## src/rtl/sequence_generator.sv

```systemverilog
// Serial frame transmitter: preamble 1,0,0 then a zero-stuffed WIDTH-bit payload (MSB first)
// on line X, so a "100" detector on X fires exactly once per frame.
module sequence_generator #(
    parameter int WIDTH     = 8,
    parameter int BIT_TICKS = 1
) (
    input  logic             CLK,
    input  logic             RST,
    input  logic             START,
    input  logic [WIDTH-1:0] DATA,
    output logic             X,
    output logic             BUSY,
    output logic             DONE
);

    localparam int TW = (BIT_TICKS > 1) ? $clog2(BIT_TICKS) : 1;
    localparam int CW = $clog2(WIDTH + 1);

    localparam logic [1:0]    IDLE = 2'd0;
    localparam logic [1:0]    PRE  = 2'd1;
    localparam logic [1:0]    PAY  = 2'd2;

    localparam logic [TW-1:0] TICK_LAST = TW'(BIT_TICKS - 1);
    localparam logic [CW-1:0] CNT_FULL  = CW'(WIDTH);

    // A stuffed 1 is needed when the line just drove 1,0 and the next payload bit is 0.
    function automatic logic stuff_needed(input logic [1:0] hist, input logic next_bit);
        return (hist == 2'b10) && (next_bit == 1'b0);
    endfunction

    logic [1:0]       state_r,   state_s;
    logic [TW-1:0]    tick_r,    tick_s;
    logic [1:0]       pre_cnt_r, pre_cnt_s;
    logic [CW-1:0]    rem_r,     rem_s;
    logic [WIDTH-1:0] shreg_r,   shreg_s;
    logic [1:0]       hist_r,    hist_s;
    logic             x_r,       x_s;
    logic             busy_r,    busy_s;
    logic             done_r,    done_s;

    logic             boundary_s;
    logic             stuff_s;
    logic             pay_bit_s;
    logic [WIDTH-1:0] shreg_pay_s;
    logic [CW-1:0]    rem_pay_s;

    assign boundary_s  = (tick_r == TICK_LAST);
    assign stuff_s     = stuff_needed(hist_r, shreg_r[WIDTH-1]);
    assign pay_bit_s   = stuff_s ? 1'b1 : shreg_r[WIDTH-1];
    assign shreg_pay_s = stuff_s ? shreg_r : {shreg_r[WIDTH-2:0], 1'b0};
    assign rem_pay_s   = stuff_s ? rem_r : (rem_r - CW'(1));

    // Next-state logic: frame acceptance, preamble emission and payload bit selection.
    always_comb begin
        state_s   = state_r;
        tick_s    = tick_r;
        pre_cnt_s = pre_cnt_r;
        rem_s     = rem_r;
        shreg_s   = shreg_r;
        hist_s    = hist_r;
        x_s       = x_r;
        busy_s    = busy_r;
        done_s    = 1'b0;
        case (state_r)
            IDLE: begin
                x_s = 1'b1;
                if (START) begin
                    state_s   = PRE;
                    tick_s    = {TW{1'b0}};
                    pre_cnt_s = 2'd0;
                    rem_s     = CNT_FULL;
                    shreg_s   = DATA;
                    hist_s    = 2'b11;
                    busy_s    = 1'b1;
                end else begin
                    busy_s = 1'b0;
                end
            end
            PRE: begin
                if (!boundary_s) begin
                    tick_s = tick_r + TW'(1);
                end else if (pre_cnt_r != 2'd2) begin
                    tick_s    = {TW{1'b0}};
                    pre_cnt_s = pre_cnt_r + 2'd1;
                    x_s       = 1'b0;
                    hist_s    = {hist_r[0], 1'b0};
                end else begin
                    // History is "00" here, so the first payload bit is never stuffed.
                    tick_s  = {TW{1'b0}};
                    state_s = PAY;
                    x_s     = pay_bit_s;
                    hist_s  = {hist_r[0], pay_bit_s};
                    shreg_s = shreg_pay_s;
                    rem_s   = rem_pay_s;
                end
            end
            PAY: begin
                if (!boundary_s) begin
                    tick_s = tick_r + TW'(1);
                end else if (rem_r == {CW{1'b0}}) begin
                    tick_s  = {TW{1'b0}};
                    state_s = IDLE;
                    x_s     = 1'b1;
                    busy_s  = 1'b0;
                    done_s  = 1'b1;
                end else begin
                    tick_s  = {TW{1'b0}};
                    x_s     = pay_bit_s;
                    hist_s  = {hist_r[0], pay_bit_s};
                    shreg_s = shreg_pay_s;
                    rem_s   = rem_pay_s;
                end
            end
            default: begin
                state_s = IDLE;
                x_s     = 1'b1;
                busy_s  = 1'b0;
            end
        endcase
    end

    // State and output registers; reset abandons any frame in flight.
    always_ff @(posedge CLK or posedge RST) begin
        if (RST) begin
            state_r   <= IDLE;
            tick_r    <= {TW{1'b0}};
            pre_cnt_r <= 2'd0;
            rem_r     <= {CW{1'b0}};
            shreg_r   <= {WIDTH{1'b0}};
            hist_r    <= 2'b00;
            x_r       <= 1'b1;
            busy_r    <= 1'b0;
            done_r    <= 1'b0;
        end else begin
            state_r   <= state_s;
            tick_r    <= tick_s;
            pre_cnt_r <= pre_cnt_s;
            rem_r     <= rem_s;
            shreg_r   <= shreg_s;
            hist_r    <= hist_s;
            x_r       <= x_s;
            busy_r    <= busy_s;
            done_r    <= done_s;
        end
    end

    assign X    = x_r;
    assign BUSY = busy_r;
    assign DONE = done_r;

endmodule
```

## config.mk

```make
export PLATFORM = sky130hd
export DESIGN_NAME = sequence_generator
export DESIGN_NICKNAME = d
export VERILOG_FILES = /design/src/rtl/sequence_generator.sv
export SDC_FILE = /design/constraint.sdc
export NUM_CORES = 1
export LEC_CHECK = 0
export ABC_AREA = 1
export CAP_MARGIN = 10
export CORE_MARGIN = 10
export CORE_UTILIZATION = 40
export DETAILED_ROUTE_END_ITERATION = 16
export SYNTH_ARGS = -nofsm -noshare
export SYNTH_HDL_FRONTEND = slang
export SYNTH_SLANG_ARGS = --single-unit
```

## constraint.sdc

```tcl
create_clock -name CLK -period 1.5 [get_ports CLK]
set_input_delay 0.3 -clock CLK [delete_from_list [all_inputs] [get_ports CLK]]
set_output_delay 0.3 -clock CLK [all_outputs]
set_load 0.05 [all_outputs]
```

==> metrics.txt <==
Worst EP required 1.72 ns; Clk pin slew, worst setup/hold paths 0.13 ns; Global Route Usage Sum 0.1056; register area share after synthesis 0.4340; share of cells above drive strength 1 0.3249; pin count of the biggest net entering global routing 22; CTS Sinks 21; routed vias/inst 5.114; WL/cell 13.39 microns; Max Slew Vio Count 0; Synth Area in XOR/XNOR 0; Placed Instance Area 1508 sq um; HPWL Detailed 1932 microns; area of the mapped netlist 1214 sq um; simple-gate area share of the yosys netlist 0.3165; Die Width 75.09 microns; Die H 75.09 microns; first-pass GRT wire length 4698 microns; main combinational cell family by area after synthesis simple AND/OR/NAND/NOR gates; synthesis-to-finish area growth 44.85%; Cell Rows 19; Design Area, Final 1758 sq um; CTS Buf Count 3; crit end category register; clock skew 0.004663 ns; status complete, no violations; initial antenna violation count 0; htree depth 1; Fillers 247; critical path launch point type register; Synth cell types 22; total gr overflow 0; crit-path max FO 5; Setup crit start state_r[1]; Syn Inst Count 159; Via Count 1166; Starting Density 0.4290; DR pass1 iterations 4; max_slew headroom 0.8090; Final min period 1.457 ns; register bit total from synthesis 21; PortBufs 13; die area 5638 sq um; unrepaired setup endpoints after global routing yes; Post-Synth Adder-Cell Area 0.07216; Syn Nets 177; vias in the first global route 1060; root buf cell clkbuf_4; GPL Wtd Cong 0.8144; Tcrit/Tclk final 0.9711; fin nets 216; n_diodes 0; max-cap violation count 0; IO Count 14; endpoints failing hold 0; CTS Buffer Depth 2; worst-margin pin slew 0.2865 ns; final WL 3052 microns; Synth Area in Compound Gates 0.09175; Final setup viols 0; yosys warns 0; Worst Setup Path Type reg -> reg; CTS tree built; max frequency 686.5 MHz; core area 2829 sq um; Hold WC Path Type in -> async; Worst Path Arrival 1.68 ns; Remaining DRCs 0; mux contribution to synthesized area 0; post-synthesis area per instance 7.633 sq um; violation count after the first detailed-route iteration 69; r2r startpoint state_r[1]; Final ANT Viol Nets 0; clk_lat worst skew 0.31 ns; CTS Hold Bufs 0
==> synth_stat cells, drive strengths merged <==
library cell / n / share of area
o22ai: 1 / 0.0052
nand3: 5 / 0.025
nand4: 1 / 0.0052
inv: 17 / 0.053
dfrtp: 20 / 0.41
nand2: 66 / 0.22
buf: 5 / 0.033
or2: 1 / 0.0052
dfstp: 1 / 0.022
nor2: 13 / 0.059
nand3b: 1 / 0.0062
a21oi: 3 / 0.012
o21ai: 18 / 0.074
ha: 7 / 0.072
==> final cells by class <==
class / instances / area [sq um] / area share
multi-input combinational: 119 / 744.5 / 0.4235
clock inverter: 1 / 5.005 / 0.002847
sequential: 21 / 526.8 / 0.2996
tap: 31 / 38.79 / 0.02206
inverter: 17 / 68.82 / 0.03915
timing repair buffer: 36 / 351.6 / 0.2000
clock buffer: 3 / 22.52 / 0.01281
==> logic make-up after synthesis <==
kind of cell	Yosys count
DFF	21
buffers and inverters	22
and+or+nand+nor	87
adders and majority gates	7
AOI/OAI and AO/OA	22
==> sequential cells by signal, indices dropped and copies added (netlist names) <==
signal	flops
state_r	2
hist_r	2
X	1
rem_r	4
BUSY	1
pre_cnt_r	2
DONE	1
shreg_r	8
==> path summary, 6_finish.rpt <==
check	endpoint	slack (ns)	cells past startpoint
worst min-delay path	pre_cnt_r[0]	0.30	3
worst max-delay path	rem_r[0]	0.04	9
worst min register to register	shreg_r[0]	0.49	2
worst max register to register	rem_r[0]	0.04	9
min in group CLK	shreg_r[0]	0.49	2
max in group asynchronous	X	0.92	3
==> cells in the final DEF (no fill, tap or decap) <==
| cell | n |
|---|---|
| ha_1 | 2 |
| o21ai_0 | 6 |
| dfstp_2 | 1 |
| a21oi_1 | 2 |
| ha_4 | 5 |
| nor2_1 | 6 |
| inv_2 | 4 |
| nor2_2 | 3 |
| nor2_4 | 5 |
| inv_4 | 2 |
| o21ai_2 | 6 |
| nand3_4 | 1 |
| a21oi_2 | 1 |
| nand2_8 | 1 |
| nand2_4 | 4 |
| clkdlybuf4s50_1 | 10 |
| clkbuf_4 | 3 |
| nand3b_1 | 1 |
| or2_2 | 1 |
| buf_4 | 18 |
| clkinv_2 | 1 |
| buf_12 | 3 |
| o22ai_1 | 1 |
| nand2_1 | 63 |
| inv_1 | 11 |
| dfrtp_1 | 20 |
| nand3_1 | 4 |
| o21ai_1 | 6 |
| nand4_1 | 1 |
| buf_6 | 5 |
==> per-layer routing <==
layer,vias up,routed length (microns),part of all wire,track usage
met2,28,1576,0.52,0.1800
li1,580,-,-,-
met3,6,153,0.050,0.02234
met5,-,0,0,0
met4,0,39,0.013,0.03151
met1,552,1283,0.42,0.1303
==> critical path, cell delays in order, from the launching register on <==
cell and delay (ns):
dfrtp_1 0.42, inv_2 0.12, ha_4 0.22, inv_4 0.06, nor2_4 0.04, nand2_4 0.10
nand2_8 0.08, buf_4 0.14, o21ai_2 0.12, nand2_1 0.06
==> timing repair <==
action,CTS,global route
gates resized for setup,5,31
gates cloned,2,1
endpoints found under the setup margin,12,19
pin swaps,4,9
setup buffers,2,3
==> stage by stage <==
step / std cells / worst slack [ns] / TNS (ns) / hold WS (ns) / util
floorplan: 159 / 0.05038 / 0 / 0.2758 / -
global placement: 216 / -0.05255 / -0.4999 / 0.4588 / 0.5330
detailed placement: 216 / -0.08189 / -0.7427 / 0.4651 / 0.5330
CTS: 224 / -0.002813 / -0.002813 / 0.3145 / 0.5568
global route: 228 / -0.03494 / -0.1557 / 0.3392 / 0.6214
finish: 228 / 0.04335 / 0 / 0.2981 / 0.6214
Power is not shown: default switching activity piles up to over one toggle a cycle in this logic, so the estimate is an artifact.
